File: config.mk
export PLATFORM = sky130hd
export DESIGN_NAME = abft_retry_controller_flat
export DESIGN_NICKNAME = d
export VERILOG_FILES = /design/src/rtl/abft_retry_controller_pkg.sv /design/src/rtl/abft_retry_controller_if.sv /design/src/rtl/abft_retry_controller_dff.sv /design/src/rtl/abft_retry_controller_lsb_priority_encoder.sv /design/src/rtl/abft_retry_controller.sv /design/src/flat_wrapper.sv
export SDC_FILE = /design/constraint.sdc
export NUM_CORES = 1
export LEC_CHECK = 0
export CAP_MARGIN = 20
export CELL_PAD_IN_SITES_DETAIL_PLACEMENT = 0
export CELL_PAD_IN_SITES_GLOBAL_PLACEMENT = 1
export CORE_AREA = 2 2 102 104
export DETAILED_ROUTE_END_ITERATION = 12
export DIE_AREA = 0 0 104 106
export GPL_TIMING_DRIVEN = 0
export PLACE_DENSITY_LB_ADDON = 0.3
export SLEW_MARGIN = 5
export SYNTH_ARGS = -nofsm -noshare
export SYNTH_HDL_FRONTEND = slang
export SYNTH_SLANG_ARGS = --single-unit
File: constraint.sdc
create_clock -name clk -period 2.7 [get_ports clk]
set_clock_uncertainty 0.2 [all_clocks]
set_input_delay 0.27 -clock clk [delete_from_list [all_inputs] [get_ports clk]]
set_output_delay 0.27 -clock clk [all_outputs]
set_load 0.01 [all_outputs]
File: src/rtl/abft_retry_controller_pkg.sv
// abft_ctrl_pkg: shared state encoding, width helpers and priority-pick function
package abft_ctrl_pkg;
  typedef enum logic [2:0] {IDLE, RUN, SETTLE, CHECK, REPORT, REARM, FATAL} ctrl_state_t;
  localparam int MAX_ERR_W = 96;
  function automatic int err_w(int n);
    return 6 * n;
  endfunction
  function automatic int idx_w(int n);
    return $clog2(6 * n);
  endfunction
  function automatic int lowest_set_idx(logic [MAX_ERR_W-1:0] v);
    int r;
    r = 0;
    for (int i = MAX_ERR_W - 1; i >= 0; i--) if (v[i]) r = i;
    return r;
  endfunction
endpackage

File: src/rtl/abft_retry_controller_if.sv
// abft_retry_controller_if: command, array/detector and error-report signals of the retry controller
interface abft_retry_controller_if import abft_ctrl_pkg::*; #(parameter int arraySize = 4);
  logic start, abort, job_done, array_start, det_rst, rpt_valid, rpt_ready, busy, done, fatal;
  logic [err_w(arraySize)-1:0] error;
  logic [idx_w(arraySize)-1:0] rpt_idx;
  logic [3:0] rpt_attempt, retry_count;
  modport master (
    input start, abort, job_done, error, rpt_ready,
    output array_start, det_rst, rpt_valid, rpt_idx, rpt_attempt, busy, done, fatal, retry_count
  );
  modport slave (
    output start, abort, job_done, error, rpt_ready,
    input array_start, det_rst, rpt_valid, rpt_idx, rpt_attempt, busy, done, fatal, retry_count
  );
endinterface

File: src/rtl/abft_retry_controller_dff.sv
// dff: register cell with synchronous active-low reset to a parameterised value
module dff #(
  parameter int W = 1,
  parameter logic [W-1:0] RV = '0
) (
  input  logic         clk,
  input  logic         rst,
  input  logic [W-1:0] d,
  output logic [W-1:0] q
);
  // reset wins at the edge, otherwise capture d
  always_ff @(posedge clk) q <= !rst ? RV : d;
endmodule

File: src/rtl/abft_retry_controller_lsb_priority_encoder.sv
// lsb_priority_encoder: index of the lowest set bit plus an any-set flag
module lsb_priority_encoder import abft_ctrl_pkg::*; #(
  parameter int ERR_W = 24,
  parameter int IDX_W = 5
) (
  input  logic [ERR_W-1:0] vec,
  output logic [IDX_W-1:0] idx,
  output logic             hit
);
  assign hit = |vec;
  assign idx = IDX_W'(lowest_set_idx(MAX_ERR_W'(vec)));
endmodule

File: src/rtl/abft_retry_controller.sv
// abft_retry_controller: runs an ABFT array job, reports detected error bits and restarts up to MAX_RETRIES times
module abft_retry_controller import abft_ctrl_pkg::*; #(
  parameter int arraySize = 4,
  parameter int MAX_RETRIES = 3,
  parameter int SETTLE_CYCLES = 2
) (
  input logic clk,
  input logic rst,
  abft_retry_controller_if.master bus
);
  localparam int ERR_W = err_w(arraySize);
  localparam int IDX_W = idx_w(arraySize);
  localparam int CW = $clog2(SETTLE_CYCLES + 1);
  localparam int RW = 3 + ERR_W + 4 + CW + 3;
  logic [2:0] st, st_d;
  logic [ERR_W-1:0] snap, snap_d, snap_rest;
  logic [3:0] rc, rc_d;
  logic [CW-1:0] cnt, cnt_d;
  logic as_q, as_d, dr_q, dr_d, dn_q, dn_d, hit, busy_w;
  logic [IDX_W-1:0] idx;
  lsb_priority_encoder #(.ERR_W(ERR_W), .IDX_W(IDX_W)) u_enc (.vec(snap), .idx(idx), .hit(hit));
  dff #(.W(RW), .RV({IDLE, {(ERR_W + 4 + CW + 1){1'b0}}, 1'b1, 1'b0})) u_regs (
    .clk(clk),
    .rst(rst),
    .d({st_d, snap_d, rc_d, cnt_d, as_d, dr_d, dn_d}),
    .q({st, snap, rc, cnt, as_q, dr_q, dn_q})
  );
  assign busy_w = st != IDLE && st != FATAL;
  assign snap_rest = snap & (snap - ERR_W'(1));
  // next-state: abort overrides everything; a report handshake retires the lowest pending bit
  always_comb begin
    st_d = st;
    snap_d = snap;
    rc_d = rc;
    cnt_d = cnt;
    as_d = 1'b0;
    dr_d = 1'b1;
    dn_d = 1'b0;
    if (bus.abort) begin
      if (st != IDLE) begin
        st_d = IDLE;
        snap_d = '0;
        rc_d = '0;
        dr_d = st == FATAL;
      end
    end else begin
      case (st)
        IDLE, FATAL: if (bus.start) begin
          st_d = RUN;
          rc_d = '0;
          as_d = 1'b1;
        end
        RUN: if (bus.job_done) begin
          st_d = SETTLE;
          cnt_d = CW'(SETTLE_CYCLES);
        end
        SETTLE: begin
          cnt_d = cnt - CW'(1);
          if (cnt == CW'(1)) begin
            snap_d = bus.error;
            st_d = CHECK;
          end
        end
        CHECK: begin
          st_d = hit ? REPORT : IDLE;
          dn_d = !hit;
        end
        REPORT: if (bus.rpt_ready) begin
          snap_d = snap_rest;
          if (snap_rest == '0) st_d = rc == 4'(MAX_RETRIES) ? FATAL : REARM;
        end
        REARM: begin
          rc_d = rc + 4'd1;
          as_d = 1'b1;
          st_d = RUN;
        end
        default: st_d = IDLE;
      endcase
    end
  end
  assign bus.array_start = as_q;
  assign bus.det_rst = dr_q && st != REARM;
  assign bus.rpt_valid = st == REPORT;
  assign bus.rpt_idx = idx;
  assign bus.rpt_attempt = rc;
  assign bus.busy = busy_w;
  assign bus.done = dn_q;
  assign bus.fatal = st == FATAL;
  assign bus.retry_count = rc;
endmodule

File: src/flat_wrapper.sv
// flat-port wrapper written by rule: the top's interface ports become plain ports
module abft_retry_controller_flat import abft_ctrl_pkg::*;
#(
  parameter int arraySize = 4,
  parameter int MAX_RETRIES = 3,
  parameter int SETTLE_CYCLES = 2
)
  (clk, rst, bus_start, bus_abort, bus_job_done, bus_error, bus_rpt_ready, bus_array_start, bus_det_rst, bus_rpt_valid, bus_rpt_idx, bus_rpt_attempt, bus_busy, bus_done, bus_fatal, bus_retry_count);
  abft_retry_controller_if #(.arraySize(arraySize)) bus_i ();
  input logic clk;
  input logic rst;
  input wire logic [$bits(bus_i.start)-1:0] bus_start;
  input wire logic [$bits(bus_i.abort)-1:0] bus_abort;
  input wire logic [$bits(bus_i.job_done)-1:0] bus_job_done;
  input wire logic [$bits(bus_i.error)-1:0] bus_error;
  input wire logic [$bits(bus_i.rpt_ready)-1:0] bus_rpt_ready;
  output wire logic [$bits(bus_i.array_start)-1:0] bus_array_start;
  output wire logic [$bits(bus_i.det_rst)-1:0] bus_det_rst;
  output wire logic [$bits(bus_i.rpt_valid)-1:0] bus_rpt_valid;
  output wire logic [$bits(bus_i.rpt_idx)-1:0] bus_rpt_idx;
  output wire logic [$bits(bus_i.rpt_attempt)-1:0] bus_rpt_attempt;
  output wire logic [$bits(bus_i.busy)-1:0] bus_busy;
  output wire logic [$bits(bus_i.done)-1:0] bus_done;
  output wire logic [$bits(bus_i.fatal)-1:0] bus_fatal;
  output wire logic [$bits(bus_i.retry_count)-1:0] bus_retry_count;
  assign bus_i.start = bus_start;
  assign bus_i.abort = bus_abort;
  assign bus_i.job_done = bus_job_done;
  assign bus_i.error = bus_error;
  assign bus_i.rpt_ready = bus_rpt_ready;
  assign bus_array_start = bus_i.array_start;
  assign bus_det_rst = bus_i.det_rst;
  assign bus_rpt_valid = bus_i.rpt_valid;
  assign bus_rpt_idx = bus_i.rpt_idx;
  assign bus_rpt_attempt = bus_i.rpt_attempt;
  assign bus_busy = bus_i.busy;
  assign bus_done = bus_i.done;
  assign bus_fatal = bus_i.fatal;
  assign bus_retry_count = bus_i.retry_count;
  abft_retry_controller #(.arraySize(arraySize), .MAX_RETRIES(MAX_RETRIES), .SETTLE_CYCLES(SETTLE_CYCLES)) u_core (.clk(clk), .rst(rst), .bus(bus_i));
endmodule
==> results by group <==
Outcome
  – Status: complete, no violations

Clock network
  – Clk pin slew, worst setup/hold paths: 0.09 ns
  – H-tree depth: 2
  – Max clock buf depth: 2
  – CTS Hold Buffers Added: 0
  – TritonCTS buffer count: 5
  – CTS tree: built
  – Clk_lat worst skew: 0.30 ns
  – Root buffer cell: clkbuf_8
  – CTS sink cnt: 36

Floorplanning
  – FP Rows: 37
  – Die height: 106 um
  – DIE AREA: 11020 um^2
  – Die width: 104 um
  – Core area: 10000 um^2
  – # IOs: 49
  – Starting Density: 24.39%

Power and ir drop
  – VDD IR max: 0.1827 mV
  – Pwr/cell area: 470.3 nW/um^2
  – Leakage power total: 1.281 nW

Critical path
  – R2R Path Start: u_core.u_regs.q[9]
  – CP max FO: 9
  – CP startpoint kind: flop
  – Reg-to-reg slack, setup: 0.02 ns
  – CP Data Arrival Time: 2.69 ns
  – Worst r2r dst: u_core.u_regs.q[33]
  – R2r worst-path depth: 8
  – CP startpoint: u_core.u_regs.q[9]
  – Critical setup path kind: flop to flop
  – Crit path to: u_core.u_regs.q[33]
  – Nature of the critical path endpoint: flop
  – CP Data Required Time: 2.71 ns

Synth
  – Post-synthesis cell count: 329
  – Simple-gate share of the synthesized area: 29.96%
  – Yosys top cell area share: 29.55%
  – Syn nets: 361
  – Post-synthesis cell area: 2439 um^2
  – Post-synthesis cell type count: 51
  – Synth Warn #: 0
  – #FFs+latches synth: 36
  – Post-synthesis xor/xnor area fraction: 0%
  – Sequential area share after synthesis: 29.55%
  – Synth async-reset ratio: 0%
  – Mux cell area share after synthesis: 1.283%
  – Synth area leaders: dfxtp_1 30%, nor2b_1 7.4%, o21ai_0 7.4%, a22oi_1 5.5%, nor2_1 4.9%
  – Main flop type after synthesis: dfxtp_1
  – Post-synth EDFFs: 0
  – Avg Cell Area, Syn: 7.412 um^2
  – Synth Area in Adders: 1.437%
  – Cell taking the most area after synthesis: dfxtp_1
  – Largest family of logic cells by synthesized area: compound AO/OA/AOI/OAI gates
  – Compound-cell area share of the yosys netlist: 30.99%

Run
  – Maximum capacitance violations: 0

Detailed routing
  – Drt drc: 0
  – Post-Route WL: 8243 um
  – Initial DRC Count: 138
  – Vias per cell: 4.957
  – Pre-antenna DRT Iters: 4
  – WL per Instance: 15.55 um
  – Routed Antenna Nets: 0
  – Via Count: 2627

Timing
  – Slew Limit Fails: 0
  – Final hold viol count: 0
  – Final setup vio count: 0
  – Final setup margin: 0.02182 ns
  – RSZ-0062 raised after global routing: true
  – Period minus WS final: 2.678 ns
  – Fmax: 373.4 MHz
  – Crit share post-route: 99.19%
  – Worst Max-Slew Pin Slew: 0.5433 ns
  – Slew HR: 63.78%

GRT
  – Vias in the first global route: 2491
  – Initial antenna violation count: 0
  – GRT Total Usage: 14.86%
  – Grt total ovfl: 0
  – Global-route wire length before repair: 13110 um
  – Largest net degree at the start of global routing: 13

Layout
  – Area growth from synthesis to layout: 42.79%
  – Max FFs per register: 36
  – Final Util: 34.82%
  – Layout Nets: 425
  – Top flop regs: u_core.u_regs.q: 36 flops
  – ANT cells: 0
  – Commonest cells after routing, fill and taps aside: 45 x clkdlybuf4s50_1, 34 x o21ai_0, 31 x nor2_1
  – Non-Filler Instances: 530
  – Largest Register: u_core.u_regs.q
  – Share of layout cells above drive strength 1: 21.07%
  – Fin area: 3482 um^2
  – Commonest non-fill, non-tap cell in the layout: clkdlybuf4s50_1

Placed design
  – Port bufs: 48
  – DP Cell Count: 513
  – Placed wire-length estimate: 5850 um
  – Dpl ws: -0.8353 ns
  – GP Congestion: 0.8157
  – Dpl cell area: 3089 um^2

Min path
  – Tightest Hold Check Type: flop to flop
  – Hold Path Origin: u_core.u_regs.q[32]
  – Hold depth: 2
==> where the power goes <==
group / total, W / switching (W) / internal, W
combinational: 0.000627 / 0.000328 / 0.000299
sequential: 0.000603 / 0.0000465 / 0.000556
clock: 0.000408 / 0.000228 / 0.000180
==> worst max-delay path: stages, from the launching register on <==
cell	delay, ns
dfxtp_4	0.40
nor4_4	0.30
buf_4	0.19
nand3_4	0.12
o41ai_4	0.42
o2111ai_2	0.21
nor4b_2	0.28
a41oi_2	0.18
o41ai_2	0.31
==> cell type report <==
class / instances / area [um^2]
plain buffers: 19 / 97.59
clock buffers: 5 / 68.82
clock inverters: 3 / 18.77
fillers: 1093 / 6518
inverters: 11 / 45.04
multi-input cells: 256 / 1733
flip-flops and latches: 36 / 748.2
well taps: 136 / 170.2
repair buffers: 64 / 600.6
==> cell usage after synthesis, types with 2 or more instances <==
library cell,number
mux2i_1,2
nor4_2,2
o21bai_1,2
nand2_1,28
o2111ai_1,2
nor2_1,32
nor4_1,4
buf_2,2
o31ai_1,6
dfxtp_1,36
a31oi_1,2
nor2b_1,29
or3_1,5
o311a_1,2
a21boi_0,8
inv_1,11
nand2b_1,4
or2_2,2
ha_1,2
nand3_1,5
o211ai_1,3
nand3b_1,2
buf_4,4
nor3_1,9
a22oi_1,18
a2111oi_0,3
o41ai_2,2
clkbuf_1,18
a21oi_1,22
o22ai_1,2
and2_1,5
o21ai_0,36
==> per-stage QoR <==
step                TNS (ns)  hold WS, ns  power [W]
floorplan                  0       0.2110  0.0009175
global placement      -15.90       0.3290   0.001125
detailed placement    -16.09       0.3354   0.001125
CTS                 -0.03310       0.3364   0.001581
global route         -0.1310       0.3452   0.001727
finish                     0       0.3210   0.001637
==> cells by family (layout without fill, tap and decap cells) <==
group | after synthesis | count (layout)
and+or+nand+nor | 135 | 135
AOI/OAI and AO/OA | 115 | 115
buffers and inverters | 37 | 102
DFF | 36 | 36
adders and majority gates | 3 | 3
muxes | 3 | 3
==> per-layer routing <==
layer | GRT usage (%) | share of wire, %
met1 | 19.58 | 46
met4 | 5.792 | 1.9
met5 | 0 | 0
met2 | 24.39 | 48
met3 | 2.330 | 4.1
==> how the worst min path moves through the flow <==
stage,end,slack [ns]
final,u_core.u_regs.q[32],0.32
after global routing,u_core.u_regs.q[15],0.35
after CTS,u_core.u_regs.q[27],0.34
after detailed placement,u_core.u_regs.q[32],0.34
after global placement,u_core.u_regs.q[32],0.33
after floorplan,u_core.u_regs.q[33],0.21
==> what timing repair did <==
action | 4_1_cts | 5_1_grt
resized for setup | 29 | 35
pin swaps | 4 | 12
setup buffers | 3 | 13
setup endpoints to repair | 30 | 22
(Power assumes the default switching activity.)
